[src/rtl/panda_pkg.sv]
// rtl/panda_pkg.sv - shared types for the Panda RV32 load/store path
package panda_pkg;

    typedef enum logic [1:0] {
        LSU_WIDTH_BYTE = 2'd0,
        LSU_WIDTH_HALF = 2'd1,
        LSU_WIDTH_WORD = 2'd2
    } lsu_width_e;

endpackage

[src/rtl/panda_sc_lsu_load_extend.sv]
// rtl/panda_sc_lsu_load_extend.sv - load lane select and sign/zero extension
module panda_sc_lsu_load_extend
    import panda_pkg::*;
(
    input  logic [31:0] rdata_i,
    input  logic [1:0]  off_i,
    input  lsu_width_e  width_i,
    input  logic        unsigned_i,
    output logic [31:0] data_o
);

    logic [7:0]  byte_sel;
    logic [15:0] half_sel;

    always_comb begin
        case (off_i)
            2'd0:    byte_sel = rdata_i[7:0];
            2'd1:    byte_sel = rdata_i[15:8];
            2'd2:    byte_sel = rdata_i[23:16];
            default: byte_sel = rdata_i[31:24];
        endcase
        half_sel = off_i[1] ? rdata_i[31:16] : rdata_i[15:0];
    end

    // Unencoded width 2'b11 falls into the word case
    always_comb begin
        case (width_i)
            LSU_WIDTH_BYTE: data_o = {{24{byte_sel[7] & ~unsigned_i}}, byte_sel};
            LSU_WIDTH_HALF: data_o = {{16{half_sel[15] & ~unsigned_i}}, half_sel};
            default:        data_o = rdata_i;
        endcase
    end

endmodule

[src/rtl/sc_load_store_unit.sv]
// rtl/sc_load_store_unit.sv - single-cycle LSU; PANDA_LSU_MISALIGN_CHECK_EN enables
// misalignment detection, store suppression and the sticky error record.
module sc_load_store_unit
    import panda_pkg::*;
(
    input  logic        clk_i,
    input  logic        rst_ni,
    input  logic        store_i,
    input  logic        load_i,
    input  logic        load_unsigned_i,
    input  lsu_width_e  width_i,
    input  logic [31:0] addr_i,
    input  logic [31:0] store_data_i,
    output logic [31:0] load_data_o,
    input  logic [31:0] data_rdata_i,
    output logic [31:0] data_wdata_o,
    output logic [31:0] data_addr_o,
    output logic [3:0]  data_we_o,
    input  logic        err_clear_i,
    output logic        misaligned_o,
    output logic        err_valid_o,
    output logic [31:0] err_addr_o
);

    logic [1:0] off;
    logic [3:0] lane_we;

    assign off         = addr_i[1:0];
    assign data_addr_o = {addr_i[31:2], 2'b00};

    always_comb begin
        case (width_i)
            LSU_WIDTH_BYTE: begin
                data_wdata_o = {4{store_data_i[7:0]}};
                lane_we      = 4'b0001 << off;
            end
            LSU_WIDTH_HALF: begin
                data_wdata_o = {2{store_data_i[15:0]}};
                lane_we      = 4'b0011 << {off[1], 1'b0};
            end
            default: begin
                data_wdata_o = store_data_i;
                lane_we      = 4'b1111;
            end
        endcase
    end

    panda_sc_lsu_load_extend u_load_extend (
        .rdata_i    (data_rdata_i),
        .off_i      (off),
        .width_i    (width_i),
        .unsigned_i (load_unsigned_i),
        .data_o     (load_data_o)
    );

`ifdef PANDA_LSU_MISALIGN_CHECK_EN
    logic        is_word;
    logic        misaligned;
    logic        err_valid_q, err_valid_d;
    logic [31:0] err_addr_q, err_addr_d;

    assign is_word    = (width_i != LSU_WIDTH_BYTE) && (width_i != LSU_WIDTH_HALF);
    assign misaligned = (load_i | store_i) &
                        (((width_i == LSU_WIDTH_HALF) & addr_i[0]) | (is_word & (off != 2'b00)));

    assign misaligned_o = misaligned;
    assign data_we_o    = (store_i && !misaligned) ? lane_we : 4'b0000;

    // Only the first misaligned access is recorded; clear wins over a new one
    always_comb begin
        err_valid_d = err_valid_q;
        err_addr_d  = err_addr_q;
        if (err_clear_i) begin
            err_valid_d = 1'b0;
        end else if (misaligned && !err_valid_q) begin
            err_valid_d = 1'b1;
            err_addr_d  = addr_i;
        end
    end

    always_ff @(posedge clk_i or negedge rst_ni) begin
        if (!rst_ni) begin
            err_valid_q <= 1'b0;
            err_addr_q  <= 32'h0;
        end else begin
            err_valid_q <= err_valid_d;
            err_addr_q  <= err_addr_d;
        end
    end

    assign err_valid_o = err_valid_q;
    assign err_addr_o  = err_addr_q;
`else
    logic unused_misalign_inputs;

    assign unused_misalign_inputs = ^{load_i, err_clear_i, clk_i, rst_ni};
    assign data_we_o    = store_i ? lane_we : 4'b0000;
    assign misaligned_o = 1'b0;
    assign err_valid_o  = 1'b0;
    assign err_addr_o   = 32'h0;
`endif

endmodule

[config.mk]
export PLATFORM = sky130hd
export DESIGN_NAME = sc_load_store_unit
export DESIGN_NICKNAME = d
export VERILOG_FILES = /design/src/rtl/panda_pkg.sv /design/src/rtl/panda_sc_lsu_load_extend.sv /design/src/rtl/sc_load_store_unit.sv
export SDC_FILE = /design/constraint.sdc
export NUM_CORES = 1
export LEC_CHECK = 0
export ABC_AREA = 1
export CAP_MARGIN = 10
export CORE_AREA = 2 2 91 93
export DETAILED_ROUTE_END_ITERATION = 16
export DIE_AREA = 0 0 93 95
export PLACE_DENSITY = 0.83
export SYNTH_ARGS = -nofsm -noshare
export SYNTH_HDL_FRONTEND = slang
export SYNTH_SLANG_ARGS = --single-unit
export TNS_END_PERCENT = 1
[constraint.sdc]
create_clock -name vclk -period 1.5
set_input_delay 0.3 -clock vclk [all_inputs]
set_output_delay 0.3 -clock vclk [all_outputs]
set_load 0.02 [all_outputs]
Word level (Yosys, flattened, before mapping)
Index checks and enable logic that the tools add are counted.
- word-level logic and storage cells: 16
- input bits: 104
- flip-flop bits (word level): 0
- reductions and logical operators: 2
- bitwise gates (word level): 3
- shifts and indexed selects: 2
- eq/ne operators: 3
- mux-type cells: 6
- operators by type and width (cell ; count):
    $pmux W32 S2 ; 2
    $pmux W8 S3 ; 1
    $mux W16 ; 1
    $pmux W4 S2 ; 1
    $eq A2 B1 Y1 const B ; 2
    $logic_not A2 Y1 ; 2
    $mux W4 ; 1
    $shl A1 B2 Y4 const A ; 1
    $shl A2 B2 Y4 const A ; 1
    $and A1 B1 Y1 ; 2
    $eq A2 B2 Y1 const B ; 1
    $not A1 Y1 ; 1

Logic depth before layout (Yosys ltp)
Gate-level depths: netlist of the first run.
- depth after elaboration: 4
- gate-level depth with buffers: 7

Hierarchy
A second synthesis of the first run with hierarchy kept.
- cell total of the unflattened synthesis: 324
- area, all modules: 1893.1 sq um
- by module, submodules not included (module ; area an instance (sq um) ; instances ; cells each):
    sc_load_store_unit ; 1014.7 ; 1 ; 167
    panda_sc_lsu_load_extend ; 878.3 ; 1 ; 157

Worst setup path before layout of the first run
Ideal clock, no wire load.
- path kind: input port to output port
- start: input port width_i[1]
- end: output port data_wdata_o[10]
- setup slack: 0.031 ns
- cell stages on the path: 4
- arrival: 1.169 ns
- cell sequence: buf_6 nor2_8 clkbuf_1 o21ai_0
- longest elaborated chain between the ends: 2
- elaborated cells between the ends (all ways): 3
- classes of those cells: eq/ne (1); mux (1); reduce/logical (1)
- ends and longest elaborated chain (element ; line ; text):
    start: declaration ; sc_load_store_unit.sv:11 ; input lsu_width_e width_i,
    $eq A2 B1 Y1 / $logic_not A2 Y1 (equally long branches) ; sc_load_store_unit.sv:32 ; case (width_i)
    $pmux W32 S2 * ; sc_load_store_unit.sv:32 ;
    end: declaration ; sc_load_store_unit.sv:16 ; output logic [31:0] data_wdata_o,
Mark *: on every way between the ends. The rest lies on a longest branch, timed or not.

Worst setup path after layout of the first run
- start: input port width_i[0]
- end: output port load_data_o[18]
- longest elaborated chain between the ends: 2
- elaborated cells between the ends (all ways): 3
- classes of those cells: eq/ne (1); mux (1); reduce/logical (1)
- ends and longest elaborated chain (element ; line ; text):
    $eq A2 B1 Y1 / $logic_not A2 Y1 (equally long branches) ; panda_sc_lsu_load_extend.sv:27 ; case (width_i)
    $pmux W32 S2 * ; panda_sc_lsu_load_extend.sv:27 ;
    end: declaration ; sc_load_store_unit.sv:14 ; output logic [31:0] load_data_o,
Marked as above.

==> results_dict.tcl, run 1 <==
set metrics [dict create \
    dp.cells 532 \
    holdWs_ns 0.6000 \
    synth_top_area_share_pct 31.80 \
    maxCapViolations 0 \
    hold_buffers 0 \
    dp_hpwl_um 6361 \
    core_um2 7928 \
    ff_latch_area_um2 0 \
    grt_setup_unrepaired "yes" \
    setup_slack_ns -0.09110 \
    min_period_ns 1.591 \
    die_w_um 93 \
    min_path_cells 0 \
    seqPwrFrac_pct 0 \
    multi_input_area_um2 1396 \
    placementRows 33 \
    route.final.wire_length_um 8101 \
    synth_xor_xnor_area_share_pct 0 \
    first_global_vias 2339 \
    syn2layout_area_growth_pct 95.83 \
    synth_compound_area_share_pct 9.117 \
    syn_area_per_cell_um2 5.824 \
    n_antenna_cell 0 \
    critPathKind "input pin to primary output" \
    ys_seq_area_share_pct 0 \
    drc_errors 0 \
    grt_overflow 0 \
    synth-simple-area-share_pct 48.98 \
    switching_share_pct 53.43 \
    crit_fanout 6 \
    combinationalPowerShare_pct 100.0 \
    internal_power_uw 600.8 \
    p_per_area_nw_per_um2 372.1 \
    fmax_ghz 0.6285 \
    violations "negative setup slack" \
    grt_max_degree 21 \
    final_cells 541 \
    start_util_pct 22.33 \
    routedWlPerCell_um 14.97 \
    gp_congestion 0.7810 \
    seq_cells 0 \
    vias 2339 \
    dieArea_um2 8835 \
    start_kind "input pin" \
    gr-usage-all-layers_pct 17.29 \
    drt_iter0_markers 53 \
    synth_cell_type_count 23 \
    hold_path_class "input pin to primary output" \
    drive_gt1_share_pct 42.20 \
    antenna_found_initial 0 \
    setup_viol 32 \
    postSynthCellCount 304 \
    synth_top_family_by_area "simple AND/OR/NAND/NOR gates" \
    drv_slew 0 \
    ir_worst_vdd_uv 202.4 \
    worstPathRequired_ns 1.20 \
    status "finished, violations left" \
    power.switching_uw 689.3 \
    synth_area_leaders "buf_4 32%, nand2_1 22%, nand3_2 12%, nand3_1 5.9%, inv_1 4.7%" \
    yosys.area_share.adder_pct 0 \
    fp.dieH_um 95 \
    port_buffers 138 \
    finalHoldViolations 0 \
    synthMuxAreaShare_pct 0 \
    p_leak_nw 1.987 \
    arrival_ns 1.29 \
    post-route-util_pct 43.73 \
    num-fill-cells 813 \
    ant_nets 0 \
    end_kind "primary output" \
    first_pass_iters 4 \
    post-route-period-util_pct 106.1 \
    yosys.area.top_type "buf_4" \
    yosys_warnings 0 \
    viasPerCell 4.323 \
    clock_buffers 0 \
    layout.nets 542 \
    io_pins 238 \
    power_frac_clock_pct 0 \
    syn-cell-area_um2 1770 \
    grt_pass1_wl_um 12140 \
]
## cell usage in the layout (no fill, tap or decap), drive strengths merged
master / count
inv: 27
a31oi: 1
clkdlybuf4s50: 46
nand2: 110
clkbuf: 3
nand3: 44
dlygate4sd2: 6
dlymetal6s2s: 14
buf: 110
a21oi: 3
o21ai: 10
conb: 36
o211ai: 7
clkdlybuf4s15: 4
nor2: 9
o22ai: 6
## per-stage QoR
stage / power [mW] / setup TNS [ns] / setup slack (ns) / area (um^2)
5_1_grt: 1.374 / -4.253 / -0.1457 / 3467
3_5_place_dp: 1.205 / -54.77 / -1.094 / 3105
4_1_cts: 1.228 / -4.841 / -0.2046 / 3259
3_3_place_gp: 1.196 / -52.81 / -1.051 / 3105
6_report: 1.290 / -2.297 / -0.09110 / 3467
2_1_floorplan: 0.7629 / 0 / 0.03105 / 1902
## power groups by stage
stage | Clock [mW] | Sequential [mW] | Combinational [mW]
after floorplan | 0 | 0 | 0.763
after global placement | 0 | 0 | 1.20
after detailed placement | 0 | 0 | 1.20
after CTS | 0 | 0 | 1.23
after global routing | 0 | 0 | 1.37
final | 0 | 0 | 1.29
## kinds of logic (layout without fill, tap and decap cells)
logic type	Yosys count	after routing
AOI/OAI and AO/OA	27	27
buffers and inverters	113	210
other	1	36
and+or+nand+nor	163	163
## layout make-up
| type | count | area share, % |
|---|---|---|
| Inverter | 27 | 3.212 |
| Timing Repair Buffer | 183 | 52.72 |
| Tap cell | 105 | 3.789 |
| Multi-Input combinational cell | 226 | 40.27 |
## worst max-delay path, cell delays in order
cell	delay, ns
buf_12	0.11
nor2_8	0.13
inv_4	0.05
nor2_4	0.12
nand3_4	0.11
buf_12	0.15
buf_16	0.13
nand3_2	0.07
buf_6	0.11
## repair_timing
action                                  CTS  global route
buffers inserted                          6             2
pin swaps                                12            18
cloned                                    3             0
endpoints found under the setup margin   68            58
resized for setup                       361            89
## routing by layer
layer	global-route usage, %	share of wire, %
met5	0	0
met4	3.431	2.3
met3	2.713	7.3
met2	32.37	52
met1	20.86	39
## final timing paths
check / start / endpoint
worst max-delay path: width_i[0] / load_data_o[18]
worst min-delay path: addr_i[6] / data_addr_o[6]
## synth_stat cells
| cell type | number |
|---|---|
| buf_1 | 2 |
| nor2_1 | 4 |
| o211ai_1 | 7 |
| nor2_2 | 2 |
| nand2_4 | 2 |
| nor2_8 | 2 |
| inv_1 | 22 |
| o22ai_1 | 6 |
| a21oi_1 | 3 |
| nand2_1 | 104 |
| inv_2 | 5 |
| buf_6 | 4 |
| nand3_4 | 2 |
| nand2_2 | 4 |
| nor2_4 | 1 |
| a31oi_1 | 1 |
| conb_1 | 1 |
| buf_2 | 2 |
| nand3_2 | 21 |
| o21ai_0 | 10 |
| nand3_1 | 21 |
| clkbuf_1 | 3 |
| buf_4 | 75 |
Power figures use the tool's default switching activity.
==> run 2: changes to the inputs <==
--- a/config.mk
+++ b/config.mk
@@ -10,6 +10,7 @@
 export CORE_AREA = 2 2 91 93
 export DETAILED_ROUTE_END_ITERATION = 16
 export DIE_AREA = 0 0 93 95
+export GPL_TIMING_DRIVEN = 1
 export PLACE_DENSITY = 0.83
 export SYNTH_ARGS = -nofsm -noshare
 export SYNTH_HDL_FRONTEND = slang
==> results of run 2 <==
Same layout as run 1: the final DEF is identical, and so are final timing and power.
==> run 3: changes to the inputs <==
--- a/config.mk
+++ b/config.mk
@@ -7,11 +7,12 @@
 export LEC_CHECK = 0
 export ABC_AREA = 1
 export CAP_MARGIN = 10
-export CORE_AREA = 2 2 91 93
+export CORE_ASPECT_RATIO = 0.5
+export CORE_MARGIN = 2
+export CORE_UTILIZATION = 26
 export DETAILED_ROUTE_END_ITERATION = 16
-export DIE_AREA = 0 0 93 95
 export GPL_TIMING_DRIVEN = 1
-export PLACE_DENSITY = 0.83
+export PLACE_DENSITY = 0.92
 export SYNTH_ARGS = -nofsm -noshare
 export SYNTH_HDL_FRONTEND = slang
 export SYNTH_SLANG_ARGS = --single-unit
==> results_dict.tcl, run 3 (synthesized netlist as in run 1, its figures left out) <==
set metrics [dict create \
    grt_max_degree 29 \
    route.final.wire_length_um 8142 \
    fmax_ghz 0.6103 \
    ant_nets 0 \
    vias 2474 \
    ff_latch_area_um2 0 \
    holdWs_ns 0.6000 \
    finalHoldViolations 0 \
    post-route-period-util_pct 109.2 \
    worst-path-stages 6 \
    seq_cells 0 \
    clock_buffers 0 \
    switching_share_pct 54.92 \
    syn2layout_area_growth_pct 86.78 \
    n_antenna_cell 0 \
    core_um2 6648 \
    violations "negative setup slack" \
    internal_power_uw 569.9 \
    dieArea_um2 7526 \
    seqPwrFrac_pct 0 \
    mostFrequentLayoutCell "nand2_1" \
    multi_input_area_um2 1354 \
    end_kind "primary output" \
    antenna_found_initial 0 \
    drv_slew 0 \
    viasPerCell 4.739 \
    slowest_stage "clkdlybuf4s50_1" \
    setup_slack_ns -0.1385 \
    first_pass_iters 5 \
    p_leak_nw 1.913 \
    grt_pass1_wl_um 11560 \
    worstPathRequired_ns 1.20 \
    power.switching_uw 694.3 \
    status "finished, violations left" \
    hold_path_class "input pin to primary output" \
    port_buffers 138 \
    critPathKind "input pin to primary output" \
    die_w_um 120.7 \
    crit_family "buffers and inverters" \
    ir_worst_vdd_uv 129.4 \
    combinationalPowerShare_pct 100.0 \
    routedWlPerCell_um 15.60 \
    power_frac_clock_pct 0 \
    path_cells "clkdlybuf4s50_1 > inv_1 > o22ai_2 > nand2_1 > nand3_2 > buf_6" \
    arrival_ns 1.34 \
    critPathMaxStageDelay_ns 0.49 \
    first_global_vias 2262 \
    min_period_ns 1.639 \
    grt_setup_unrepaired "yes" \
    p_per_area_nw_per_um2 382.3 \
    gr-usage-all-layers_pct 18.78 \
    start_kind "input pin" \
    start_util_pct 26.63 \
    drc_errors 0 \
    crit_fanout 2 \
    gp_congestion 0.9700 \
    drt_iter0_markers 168 \
    io_pins 238 \
    min_path_cells 0 \
    most-common-layout-cells "100 x nand2_1, 45 x clkdlybuf4s50_1, 42 x buf_4" \
    drive_gt1_share_pct 39.07 \
    tns_ns -2.583 \
    post-route-util_pct 49.75 \
    setup_viol 33 \
    layout.nets 536 \
    maxCapViolations 0 \
    cp.buffers_inverters 3 \
    fp.dieH_um 62.35 \
    dp_hpwl_um 5902 \
    num-fill-cells 593 \
    placementRows 21 \
    grt_overflow 0 \
]
==> run 3: cell type report <==
| class | count | area share [%] |
|---|---|---|
| tap | 92 | 3.481 |
| multi-input combinational | 226 | 40.94 |
| timing repair buffer | 177 | 52.21 |
| inverter | 27 | 3.367 |
==> run 3: per-stage QoR <==
step | std cells | total power [mW] | setup WS (ns) | area (um^2)
4_1_cts | 520 | 1.153 | -0.2554 | 3059
3_5_place_dp | 516 | 1.182 | -1.005 | 3042
2_1_floorplan | 339 | 0.7629 | 0.03105 | 1902
6_report | 522 | 1.264 | -0.1385 | 3307
3_3_place_gp | 516 | 1.172 | -0.9764 | 3042
5_1_grt | 522 | 1.330 | -0.1866 | 3307
==> run 3: power by group through the flow <==
stage          Combinational, mW  Clock (mW)  Sequential [mW]
2_1_floorplan              0.763           0                0
3_3_place_gp                1.17           0                0
3_5_place_dp                1.18           0                0
4_1_cts                     1.15           0                0
5_1_grt                     1.33           0                0
6_report                    1.26           0                0
==> run 3: final timing paths <==
check	start	slack [ns]	to
max	data_rdata_i[26]	-0.14	load_data_o[2]
min	addr_i[13]	0.60	data_addr_o[13]
==> run 3: per-layer routing <==
metal | up-vias | global-route usage [%] | routed length, um
li1 | 1115 | - | -
met1 | 1135 | 21.60 | 2860
met2 | 177 | 34.60 | 4189
met3 | 47 | 4.412 | 791
met4 | 0 | 5.378 | 301
met5 | - | 0 | 0
==> run 3: what timing repair did <==
| action | 4_1_cts | 5_1_grt |
|---|---|---|
| setup buffers | 2 | 3 |
| gates resized for setup | 317 | 117 |
| hold buffers | 0 | 0 |
| gates cloned | 2 | 0 |
| setup endpoints to repair | 68 | 58 |
| pin swaps | 2 | 11 |
